**src/rtl/elevator_pkg.sv**
```systemverilog
// Shared definitions for the elevator scheduler: sizing defaults,
// FSM state encoding and travel-direction encoding.
package elevator_pkg;

    localparam int unsigned N_FLOORS   = 8;
    localparam int unsigned DOOR_TICKS = 4;

    typedef logic [1:0] state_t;

    localparam state_t ST_IDLE      = 2'd0;
    localparam state_t ST_MOVE_UP   = 2'd1;
    localparam state_t ST_MOVE_DOWN = 2'd2;
    localparam state_t ST_DOOR      = 2'd3;

    localparam logic DIR_DOWN = 1'b0;
    localparam logic DIR_UP   = 1'b1;

endpackage

```
**src/rtl/elevator_req_bank.sv**
```systemverilog
// Latched hall-up, hall-down and in-car request registers.
// A bit sets the cycle after its input is high; clr forces bits low
// and takes priority over a set of the same bit in the same cycle.
module elevator_req_bank
    import elevator_pkg::*;
#(
    parameter int unsigned N_FLOORS = elevator_pkg::N_FLOORS
) (
    input  logic                clk,
    input  logic                rst_n,
    input  logic [N_FLOORS-1:0] set_up,
    input  logic [N_FLOORS-1:0] set_down,
    input  logic [N_FLOORS-1:0] set_car,
    input  logic [N_FLOORS-1:0] clr,
    output logic [N_FLOORS-1:0] up_req,
    output logic [N_FLOORS-1:0] down_req,
    output logic [N_FLOORS-1:0] car_req
);

    // Accumulate requests, dropping any bit the scheduler is servicing.
    always_ff @(posedge clk or negedge rst_n) begin
        if (!rst_n) begin
            up_req   <= '0;
            down_req <= '0;
            car_req  <= '0;
        end else begin
            up_req   <= (up_req   | set_up)   & ~clr;
            down_req <= (down_req | set_down) & ~clr;
            car_req  <= (car_req  | set_car)  & ~clr;
        end
    end

endmodule

```
**src/rtl/elevator_scheduler.sv**
```systemverilog
// Single-car elevator scheduler: direction-preferring FSM, floor counter
// and door timer, with request latching delegated to elevator_req_bank.
module elevator_scheduler
    import elevator_pkg::*;
#(
    parameter int unsigned N_FLOORS   = elevator_pkg::N_FLOORS,
    parameter int unsigned DOOR_TICKS = elevator_pkg::DOOR_TICKS
) (
    input  logic                        clk,
    input  logic                        rst_n,
    input  logic                        tick,
    input  logic [N_FLOORS-1:0]         up,
    input  logic [N_FLOORS-1:0]         down,
    input  logic [N_FLOORS-1:0]         elevator_btn,
    output logic [$clog2(N_FLOORS)-1:0] floor,
    output logic                        moving_up,
    output logic                        moving_down,
    output logic                        door_open,
    output logic [N_FLOORS-1:0]         pending
);

    localparam int unsigned FW = $clog2(N_FLOORS);
    localparam int unsigned CW = $clog2(DOOR_TICKS + 1);

    state_t                state, state_nx;
    logic                  dir, dir_nx;
    logic [FW-1:0]         floor_nx, door_floor, step_up, step_dn;
    logic [CW-1:0]         cnt, cnt_nx;
    logic                  enter_door, call_here;
    logic [N_FLOORS-1:0]   up_req, down_req, car_req, clr;

    function automatic logic [N_FLOORS-1:0] above_mask(input logic [FW-1:0] f);
        above_mask = '0;
        for (int unsigned i = 0; i < N_FLOORS; i++)
            if (FW'(i) > f) above_mask[i] = 1'b1;
    endfunction

    function automatic logic [N_FLOORS-1:0] below_mask(input logic [FW-1:0] f);
        below_mask = '0;
        for (int unsigned i = 0; i < N_FLOORS; i++)
            if (FW'(i) < f) below_mask[i] = 1'b1;
    endfunction

    elevator_req_bank #(.N_FLOORS(N_FLOORS)) u_req_bank (
        .clk      (clk),
        .rst_n    (rst_n),
        .set_up   (up),
        .set_down (down),
        .set_car  (elevator_btn),
        .clr      (clr),
        .up_req   (up_req),
        .down_req (down_req),
        .car_req  (car_req)
    );

    assign pending     = up_req | down_req | car_req;
    assign moving_up   = (state == ST_MOVE_UP);
    assign moving_down = (state == ST_MOVE_DOWN);
    assign door_open   = (state == ST_DOOR);
    assign step_up     = floor + FW'(1);
    assign step_dn     = floor - FW'(1);
    assign call_here   = up[floor] | down[floor] | elevator_btn[floor];

    // Next-state, floor, direction and door-timer decisions; also selects
    // which floor's requests are being serviced so the bank can clear them.
    always_comb begin
        state_nx   = state;
        dir_nx     = dir;
        floor_nx   = floor;
        cnt_nx     = cnt;
        door_floor = floor;
        enter_door = 1'b0;
        case (state)
            ST_IDLE: begin
                if (pending[floor]) begin
                    state_nx   = ST_DOOR;
                    enter_door = 1'b1;
                end else if (dir == DIR_UP && |(pending & above_mask(floor))) begin
                    state_nx = ST_MOVE_UP;
                end else if (dir == DIR_DOWN && |(pending & below_mask(floor))) begin
                    state_nx = ST_MOVE_DOWN;
                end else if (|(pending & above_mask(floor))) begin
                    state_nx = ST_MOVE_UP;
                    dir_nx   = DIR_UP;
                end else if (|(pending & below_mask(floor))) begin
                    state_nx = ST_MOVE_DOWN;
                    dir_nx   = DIR_DOWN;
                end
            end
            ST_MOVE_UP: begin
                if (floor == FW'(N_FLOORS - 1)) begin
                    state_nx   = ST_DOOR;
                    enter_door = 1'b1;
                end else if (tick) begin
                    floor_nx = step_up;
                    if (car_req[step_up] || up_req[step_up] ||
                        !(|(pending & above_mask(step_up)))) begin
                        state_nx   = ST_DOOR;
                        enter_door = 1'b1;
                        door_floor = step_up;
                    end
                end
            end
            ST_MOVE_DOWN: begin
                if (floor == '0) begin
                    state_nx   = ST_DOOR;
                    enter_door = 1'b1;
                end else if (tick) begin
                    floor_nx = step_dn;
                    if (car_req[step_dn] || down_req[step_dn] ||
                        !(|(pending & below_mask(step_dn)))) begin
                        state_nx   = ST_DOOR;
                        enter_door = 1'b1;
                        door_floor = step_dn;
                    end
                end
            end
            default: begin
                // Door closes on the tick that brings the count to zero.
                if (call_here) begin
                    cnt_nx = CW'(DOOR_TICKS);
                end else if (tick) begin
                    if (cnt <= CW'(1)) begin
                        cnt_nx   = '0;
                        state_nx = ST_IDLE;
                    end else begin
                        cnt_nx = cnt - CW'(1);
                    end
                end
            end
        endcase
        if (enter_door) cnt_nx = CW'(DOOR_TICKS);
        clr = '0;
        if (enter_door || state == ST_DOOR) clr[door_floor] = 1'b1;
    end

    // Scheduler state registers.
    always_ff @(posedge clk or negedge rst_n) begin
        if (!rst_n) begin
            state <= ST_IDLE;
            dir   <= DIR_UP;
            floor <= '0;
            cnt   <= '0;
        end else begin
            state <= state_nx;
            dir   <= dir_nx;
            floor <= floor_nx;
            cnt   <= cnt_nx;
        end
    end

endmodule

```
**config.mk**
```make
export PLATFORM = sky130hd
export DESIGN_NAME = elevator_scheduler
export DESIGN_NICKNAME = d
export VERILOG_FILES = /design/src/rtl/elevator_pkg.sv /design/src/rtl/elevator_req_bank.sv /design/src/rtl/elevator_scheduler.sv
export SDC_FILE = /design/constraint.sdc
export NUM_CORES = 1
export LEC_CHECK = 0
export CORE_MARGIN = 10
export CORE_UTILIZATION = 33
export CTS_CLUSTER_DIAMETER = 40
export DETAILED_ROUTE_END_ITERATION = 12
export PLACE_DENSITY = 0.64
export SYNTH_ARGS = -nofsm -noshare
export SYNTH_HDL_FRONTEND = slang
export SYNTH_HIERARCHICAL = 1
export SYNTH_SLANG_ARGS = --single-unit
```
**constraint.sdc**
```tcl
create_clock -name clk -period 4.4 [get_ports clk]
set_input_delay 0.66 -clock clk [delete_from_list [all_inputs] [get_ports clk]]
set_output_delay 0.66 -clock clk [all_outputs]
set_load 0.1 [all_outputs]
```
### Word-level counts from Yosys, hierarchy flattened

Index checks and enable logic that the tools add are counted.

| storage, ports and cells | value |
|---|---|
| bits in registers | 33 |
| output and inout bits | 14 |
| logic and storage cells | 365 |

| cells by class | value |
|---|---|
| $add $sub $neg | 3 |
| order comparisons | 38 |
| eq/ne operators | 15 |
| mux-type cells | 253 |
| bitwise operators | 21 |
| reductions and logical operators | 28 |

Operators with widths:

| operator | number |
|---|---|
| 1-bit two-way mux | 210 |
| 8-bit bitwise AND | 9 |
| 8-bit OR reduction | 6 |
| 3-bit two-way mux | 15 |
| 8-bit bitwise OR | 5 |
| 2-bit two-way mux | 14 |
| 1-bit binary-select mux with 3-bit select | 8 |
| 3-bit greater-than comparator (first input constant) | 8 |
| 3-bit less-than comparator (first input constant) | 8 |
| 3-bit by 4-bit less-than comparator with 1-bit output (second input constant) | 4 |
| 1-bit by 3-bit greater-than comparator with 1-bit output (first input constant) | 4 |
| 2-bit by 3-bit greater-than comparator with 1-bit output (first input constant) | 4 |
| 1-bit by 3-bit less-than comparator with 1-bit output (first input constant) | 4 |
| 2-bit by 3-bit less-than comparator with 1-bit output (first input constant) | 4 |
| 3-bit one-hot mux with 2 select lines | 2 |
| 5-bit AND reduction | 2 |
| 8-bit two-way mux | 1 |
| 2-bit != test (second input constant) | 4 |
| 8-bit inverter | 1 |
| 8-bit AND reduction | 1 |
| 4-bit nonzero test | 2 |
| 3-bit by 1-bit != test with 1-bit output (second input constant) | 2 |
| 3-bit by 2-bit != test with 1-bit output (second input constant) | 2 |
| 6-bit != test (second input constant) | 1 |
| other kinds (23) | 37 |

### Depth between registers and ports, before layout

Gate-level depths: netlist of the first run.

| depth | value |
|---|---|
| depth in word-level cells | 34 |
| depth in mapped cells | 11 |
| mapped depth without buffers | 11 |

### Cells and area by module

The synthesis of the first run kept the hierarchy.

By module, submodules not included:

| module | instances | cells an instance | area an instance (um^2) | seq. area each (um^2) |
|---|---|---|---|---|
| elevator_scheduler | 1 | 233 | 1774.2 | 226.5 |
| elevator_req_bank | 1 | 48 | 840.8 | 600.6 |

### Least setup slack after synthesis of the first run

Ideal clock, no wire load.

| timing | value |
|---|---|
| kind | register -> register |
| from | register floor[0] |
| to | register u_req_bank.car_req[2] |
| arrival | 3721 ps |
| data required time | 4281 ps |
| path slack | 560 ps |
| stages on the path, launching flop included | 12 |
| path buffers | 0 |
| period minus slack after synthesis | 3840 ps |
| path through | dfrtp_1 -> inv_2 -> ha_1 -> nand2b_1 -> o311a_1 -> a31o_1 -> a41oi_4 -> nor2_2 -> a311o_1 -> a21o_1 -> nor3_1 -> o21ba_1 |

| on the way | value |
|---|---|
| cells in the longest elaborated chain, start to end | 21 |

Ends and longest elaborated chain:

| item | line | text |
|---|---|---|
| from (decl) | elevator_scheduler.sv:15 | `output logic [$clog2(N_FLOORS)-1:0] floor,` |
| from (signal assigned) | elevator_scheduler.sv:147 | `floor <= floor_nx;` |
| 3-bit by 1-bit subtractor with 3-bit output / 3-bit by 1-bit adder with 3-bit output (equally long branches) | elevator_scheduler.sv:61, elevator_scheduler.sv:60 |  |
| 1-bit by 3-bit less-than comparator with 1-bit output (tied with other cells) | elevator_scheduler.sv:41 | `if (FW'(i) < f) below_mask[i] = 1'b1;` |
| 1-bit two-way mux, on equally long branches | elevator_scheduler.sv:41, elevator_scheduler.sv:35 |  |
| 1-bit two-way mux, on equally long branches | elevator_scheduler.sv:108, elevator_scheduler.sv:94 |  |
| 1-bit two-way mux, on equally long branches | elevator_scheduler.sv:105, elevator_scheduler.sv:91 |  |
| 1-bit two-way mux | elevator_scheduler.sv:73 | `case (state)` |
| 8-bit bitwise AND, on equally long branches | elevator_scheduler.sv:111, elevator_scheduler.sv:97 |  |
| 8-bit OR reduction, on equally long branches | elevator_scheduler.sv:111, elevator_scheduler.sv:97 |  |
| [6 not listed] | - |  |
| 3-bit by 4-bit less-than comparator with 1-bit output (implied by the code) / 3-bit by 1-bit >= comparator with 1-bit output (equally long branches) | elevator_scheduler.sv:134 | `if (enter_door \|\| state == ST_DOOR) clr[door_floor] = 1'b1;` |
| 1-bit logical AND (implied by the code) | elevator_scheduler.sv:134 |  |
| 1-bit two-way mux (implied by the code) | elevator_scheduler.sv:134 |  |
| 1-bit demux with 3-bit select | elevator_scheduler.sv:134 |  |
| 8-bit two-way mux * | elevator_scheduler.sv:134 |  |
| net clr[2] | elevator_scheduler.sv:30 | `logic [N_FLOORS-1:0] up_req, down_req, car_req, clr;` |
| 8-bit inverter * | elevator_req_bank.sv:29 | `car_req <= (car_req \| set_car) & ~clr;` |
| 8-bit bitwise AND * | elevator_req_bank.sv:29 |  |
| to (signal assigned) | elevator_req_bank.sv:29 |  |
| to (decl) | elevator_req_bank.sv:17 | `output logic [N_FLOORS-1:0] car_req` |

Mark *: on every way through the listed nets, which the timed path passes. The rest lies on a longest branch. The select of a mux whose other input is x is not followed.
A chain may end at the register's enable or synchronous reset.

### Worst setup path in the final report of the first run

| timing | value |
|---|---|
| from | register floor[1] |
| to | register u_req_bank.up_req[4] |

| on the way | value |
|---|---|
| cells in the longest elaborated chain, start to end | 21 |

Ends and longest elaborated chain:

| item | line | text |
|---|---|---|
| 3-bit by 1-bit subtractor with 3-bit output / 3-bit by 1-bit adder with 3-bit output (equally long branches) | elevator_scheduler.sv:61, elevator_scheduler.sv:60 |  |
| 1-bit by 3-bit less-than comparator with 1-bit output (tied with other cells) | elevator_scheduler.sv:41 |  |
| 1-bit two-way mux, on equally long branches | elevator_scheduler.sv:41, elevator_scheduler.sv:35 |  |
| 1-bit two-way mux, on equally long branches | elevator_scheduler.sv:108, elevator_scheduler.sv:94 |  |
| 1-bit two-way mux, on equally long branches | elevator_scheduler.sv:105, elevator_scheduler.sv:91 |  |
| 1-bit two-way mux | elevator_scheduler.sv:73 |  |
| 8-bit bitwise AND, on equally long branches | elevator_scheduler.sv:111, elevator_scheduler.sv:97 |  |
| 8-bit OR reduction, on equally long branches | elevator_scheduler.sv:111, elevator_scheduler.sv:97 |  |
| [6 not listed] | - |  |
| 3-bit by 4-bit less-than comparator with 1-bit output (implied by the code) / 3-bit by 1-bit >= comparator with 1-bit output (equally long branches) | elevator_scheduler.sv:134 |  |
| 1-bit logical AND (implied by the code) | elevator_scheduler.sv:134 |  |
| 1-bit two-way mux (implied by the code) | elevator_scheduler.sv:134 |  |
| 1-bit demux with 3-bit select | elevator_scheduler.sv:134 |  |
| 8-bit two-way mux * | elevator_scheduler.sv:134 |  |
| net clr[4] | elevator_scheduler.sv:30 |  |
| 8-bit inverter * | elevator_req_bank.sv:27 | `up_req <= (up_req \| set_up) & ~clr;` |
| 8-bit bitwise AND * | elevator_req_bank.sv:27 |  |
| to (signal assigned) | elevator_req_bank.sv:27 |  |
| to (decl) | elevator_req_bank.sv:15 | `output logic [N_FLOORS-1:0] up_req,` |

Marked as above.

==> flow_metrics.tcl, run 1 <==
set metrics [dict create \
    ys_ff_latch 33 \
    ys.flop_type "dfrtp_1" \
    syn_nets 321 \
    grt_pass1_wl_mm 12.2 \
    syn_area_mm2 0.00262 \
    fin_worst_skew_ns 0.00624 \
    cts_buffer_depth 2 \
    ctsResizeCount 0 \
    cp_max_fo 16 \
    fin_tns_setup_ns 0 \
    synth_edf_count 0 \
    drcViolationCount 0 \
    final_nets 363 \
    ir_drop_mv 0.275 \
    post-cts-setup-buffer-count 0 \
    maxCapViolCount 0 \
    drive_gt1_share_pct 11.4 \
    cts_root_buf "clkbuf_8" \
    mostFrequentLayoutCell "clkdlybuf4s50_1" \
    synth_area_per_cell_um2 9.31 \
    slowest_delay_ns 0.38 \
    instances_no_fill 426 \
    reg2reg_setup_slack_ns 0.82 \
    hold_class "reg -> reg" \
    vias 2358 \
    gp_congestion 0.919 \
    die_width_um 109 \
    max_clock_freq_mhz 279 \
    final_max_slew_viol_count 0 \
    layout_common_cells "clkdlybuf4s50_1, dfrtp_1, nor2_1, o21ba_1, o21ai_0" \
    cp_common_cell "ha_1" \
    synthArstFlopShare_pct 100 \
    dieArea_mm2 0.0119 \
    cp-end-kind "register" \
    clkLatencyLatePin_ns 0.29 \
    ys_warn_count 6 \
    clock-sinks 33 \
    dp.cells 418 \
    cp.arrival_ns 3.76 \
    ctsHoldBuffers 0 \
    via_per_inst 5.54 \
    layout_setup_ws_ns 0.820 \
    first_iter_violations 158 \
    status "finished clean" \
    wl_per_cell_um 17.1 \
    final_util_pct 41.4 \
    grt_pass1_vias 2363 \
    hold_viol 0 \
    port_buffers 40 \
    timing.final.crit_share_pct 81.4 \
    worst-setup-path-type "reg -> reg" \
    slew_headroom_pct 34.4 \
    cts_made_buffers 5 \
    synthCells 281 \
    required_ns 4.58 \
    antenna_found_initial 0 \
    path_clk_slew_ns 0.07 \
    hpwl_mm 5.71 \
    worst_pin_slew_ns 0.981 \
    p_per_area_mw_per_mm2 790 \
    pre_cts_slack_ns 0.848 \
    io_pins 41 \
    path_delay_family "compound AO/OA/AOI/OAI gates" \
    grt_util_all_layers_pct 12.6 \
    setup_viol 0 \
    wl_mm 7.27 \
    core.rowCount 32 \
    area_delta_synth_final_pct 22.3 \
    slowest_stage "dfrtp_1" \
    drt_pre_antenna_iters 4 \
    cts_tree "built" \
    start_util_pct 33.8 \
    critPathLaunchType "register" \
    ys_seq_area_share_pct 31.6 \
    grt_overflow_total 0 \
    htreeDepth 2 \
    ant_nets 0 \
    period_needed_ns 3.58 \
    hold_slack_ns 0.481 \
    crit_path_cell_trace "buf_4 > ha_1 > ha_1 > and2b_1 > o311a_1 > a31o_1 > a41oi_4 > nor2_2 > a311o_1 > a21o_1 > nor3_1 > o21ba_1" \
    ys_types 64 \
    rsz0062_at_grt "no" \
    crit_buf_inv 1 \
    grt_max_degree 34 \
    fp.coreArea_mm2 0.00773 \
    n_antenna_cell 0 \
    leakagePower_nw 1.18 \
    die_h_um 109 \
]
==> area by class of cell <==
class / count / area [um^2]
Timing Repair Buffer: 45 / 438
Multi-Input combinational cell: 221 / 1640
Clock inverter: 1 / 5.00
Inverter: 17 / 63.8
Fill cell: 757 / 4530
Sequential cell: 33 / 827
Clock buffer: 7 / 96.3
Tap cell: 102 / 128
==> per-stage QoR <==
step	total power, mW	cell area [um^2]
2_1_floorplan	1.93	2620
3_3_place_gp	2.25	3100
3_5_place_dp	2.27	3100
4_1_cts	2.53	3200
5_1_grt	2.75	3200
6_report	2.53	3200
==> per-layer routing <==
| layer | GRT usage, % | share of wire (%) |
|---|---|---|
| met1 | 16.5 | 46 |
| met2 | 20.1 | 47 |
| met3 | 3.07 | 5.3 |
| met5 | 0 | 0 |
| met4 | 3.77 | 1.7 |
==> kinds of logic (layout without fill, tap and decap cells) <==
family	Yosys count	after routing	share of synthesized area, %
buffers and inverters	27	70	5.60
adders and majority gates	13	13	6.22
DFF	33	33	31.6
xor gates and xnor gates	4	4	1.34
muxes	8	8	5.12
AOI/OAI and AO/OA	98	98	30.9
and+or+nand+nor	98	98	19.2
==> cell usage after synthesis (all sizes together) (2+ instances only) <==
master / number / area [um^2]
inv: 16 / 60.1
ha: 13 / 163
o21ba: 24 / 240
mux2i: 4 / 43.8
nor2b: 3 / 18.8
a221oi: 4 / 41.3
a211oi: 2 / 15.0
o21ai: 23 / 115
a21o: 2 / 15.0
nand2b: 2 / 12.5
o41ai: 4 / 42.6
a21oi: 10 / 53.8
or2b: 2 / 17.5
nor2: 30 / 115
clkbuf: 5 / 30.0
a211o: 4 / 37.5
nand3: 2 / 10.0
and2b: 3 / 25.0
o211ai: 4 / 35.0
buf: 5 / 52.6
xnor2: 2 / 17.5
nand4: 2 / 12.5
o32ai: 3 / 26.3
o311a: 2 / 20.0
nor3: 24 / 140
o31ai: 3 / 36.3
nor4: 3 / 18.8
mux4: 4 / 90.1
nor4b: 5 / 43.8
dfrtp: 32 / 801
nand2: 20 / 75.1
xor2: 2 / 17.5
==> final timing paths <==
| path | start | endpoint | cells after the start |
|---|---|---|---|
| worst max-delay path | floor[1] | u_req_bank/up_req[4] | 12 |
| worst min-delay path | cnt[0] | cnt[0] | 1 |
| worst max register to register | floor[1] | u_req_bank/up_req[4] | 12 |
| worst min register to register | cnt[0] | cnt[0] | 1 |
| max in group asynchronous | rst_n | dir | 2 |
| min in group asynchronous | rst_n | u_req_bank/up_req[7] | 2 |
==> flip-flops by register name (all words and copies together), names as in the netlist <==
register             count
u_req_bank/car_req       8
u_req_bank/up_req        8
state                    2
floor                    3
cnt                      3
u_req_bank/down_req      8
dir                      1
==> where the power goes <==
group / total, mW / switching (mW) / internal [mW]
combinational: 1.75 / 1.06 / 0.694
sequential: 0.520 / 0.104 / 0.416
clock: 0.254 / 0.113 / 0.141
total: 2.53 / 1.28 / 1.25
(Power assumes the default switching activity.)
==> inputs of run 2 (changes only) <==
- PLACE_DENSITY: 0.64 -> 0.66
- clock period: 4.4 -> 3 ns (I/O delays scaled with it)
==> flow_metrics.tcl, run 2 (synthesis gave the netlist of run 1 again) <==
set metrics [dict create \
    cts_tree "built" \
    violations "setup timing" \
    final_nets 397 \
    reg2reg_setup_slack_ns -0.14 \
    status "finished with violations" \
    fin_tns_setup_ns -2.25 \
    top_regs "u_req_bank/car_req: 8 flops, u_req_bank/down_req: 8 flops, u_req_bank/up_req: 8 flops" \
    setup_viol 24 \
    cp-end-kind "register" \
    n_antenna_cell 0 \
    grt_max_degree 22 \
    grt_pass1_wl_mm 13.0 \
    max_clock_freq_mhz 319 \
    gp_congestion 0.864 \
    clkLatencyLatePin_ns 0.29 \
    wl_mm 8.25 \
    critPathLaunchType "register" \
    dieArea_mm2 0.0119 \
    vias 2559 \
    mostFrequentLayoutCell "buf_4" \
    ir_drop_mv 0.454 \
    antenna_found_initial 0 \
    maxCapViolCount 0 \
    fin_worst_skew_ns 0.00855 \
    worst_pin_slew_ns 0.731 \
    cp_common_cell "ha_4" \
    grt_overflow_total 0 \
    cp_max_fo 5 \
    hold_class "reg -> reg" \
    layout_setup_ws_ns -0.139 \
    cts_root_buf "clkbuf_8" \
    hold_slack_ns 0.493 \
    io_pins 41 \
    area_delta_synth_final_pct 42.6 \
    wl_per_cell_um 17.9 \
    total_power_mw 4.82 \
    fillers 717 \
    multi_input_area_mm2 0.00190 \
    ant_nets 0 \
    layout_common_cells "buf_4, nor2_1, dfrtp_1, clkdlybuf4s50_1, o21ba_1" \
    die_width_um 109 \
    worst-setup-path-type "reg -> reg" \
    die_h_um 109 \
    via_per_inst 5.56 \
    drcViolationCount 0 \
    clock-sinks 33 \
    crit_buf_inv 1 \
    grt_pass1_vias 2542 \
    cts_buffer_depth 2 \
    drt_pre_antenna_iters 4 \
    path_clk_slew_ns 0.08 \
    timing.final.crit_share_pct 105 \
    slew_headroom_pct 51.1 \
    drive_gt1_share_pct 33.2 \
    final_max_slew_viol_count 0 \
    leakagePower_nw 1.41 \
    hold_viol 0 \
    cp.arrival_ns 3.31 \
    hpwl_mm 6.40 \
    htreeDepth 2 \
    grt_util_all_layers_pct 13.6 \
    regArea_um2 836 \
    cts_made_buffers 5 \
    crit_path_cell_trace "ha_4 > ha_4 > or2b_4 > o211ai_1 > a41oi_4 > o31ai_4 > buf_4 > nand4_1 > a21o_4 > nor3_4 > o21ba_1" \
    fp.coreArea_mm2 0.00773 \
    path_delay_family "compound AO/OA/AOI/OAI gates" \
    rsz0062_at_grt "yes" \
    first_iter_violations 126 \
    port_buffers 40 \
    p_per_area_mw_per_mm2 1290 \
    period_needed_ns 3.14 \
    core.rowCount 32 \
    required_ns 3.18 \
    slowest_stage "dfrtp_4" \
    slowest_delay_ns 0.52 \
    start_util_pct 33.8 \
]
[run 2: cell types whose count changed in the layout (fill, tap and decap cells not counted), moves of 4 or more]
cell and change:
buf_4 +44, clkdlybuf4s50_1 -14, ha_1 -4, nor3_1 -10, nor3_2 +4, nor3_4 +6
[run 2: stage by stage]
stage	cells	worst slack [ns]	utilization (%)	area [um^2]
floorplan	281	-0.127	-	2730
global placement	448	-0.117	44.1	3410
detailed placement	448	-0.217	44.1	3410
CTS	456	-0.144	46.5	3590
global route	460	-0.255	48.3	3730
finish	460	-0.139	48.3	3730
[run 2: path summary, 6_finish.rpt]
kind | start | cells past startpoint | to
min in group asynchronous | rst_n | 1 | u_req_bank/up_req[1]
max | floor[0] | 11 | u_req_bank/car_req[4]
min | dir | 2 | dir
max reg2reg | floor[0] | 11 | u_req_bank/car_req[4]
min reg2reg | dir | 2 | dir
max in group asynchronous | rst_n | 2 | dir
[run 2: what timing repair did]
item	in CTS	in global routing
endpoints found under the setup margin	24	26
gates resized for setup	11	21
endpoints found under the hold margin	0	0
hold buffers	0	0
cloned	0	0
setup buffers	0	4
pin swaps	3	8
[run 2: layer usage]
| layer | share of wire [%] | up-vias | GRT usage [%] |
|---|---|---|---|
| li1 | - | 1197 | - |
| met4 | 1.7 | 0 | 4.99 |
| met5 | 0 | - | 0 |
| met2 | 49 | 76 | 21.9 |
| met3 | 4.6 | 12 | 2.54 |
| met1 | 45 | 1274 | 17.8 |
[run 2: worst min-delay path, delay by kind of cell (launching register included)]
kind,cells,cell delay [ns]
AND/OR/NAND/NOR,1,0.05
AO/OA/AOI/OAI,1,0.07
flip-flops,1,0.37
[run 2: where the power goes]
| group | leakage, nW | internal (mW) | switching (mW) |
|---|---|---|---|
| logic | 1.02 | 1.57 | 2.03 |
| registers | 0.332 | 0.621 | 0.158 |
| clock network | 0.0585 | 0.271 | 0.173 |
[run 2: cell type report]
cell class                 instances  share of cell area, %
inverter                          17                   1.78
sequential                        33                   22.4
clock inverter                     1                  0.805
clock buffer                       7                   2.31
timing repair buffer              79                   18.3
multi-input combinational        221                   51.0
tap                              102                   3.42
==> inputs of run 3 (changes only) <==
- GPL_TIMING_DRIVEN: not set -> 1
==> results of run 3 <==
No change in the layout: final DEF, timing and power equal those of run 2.
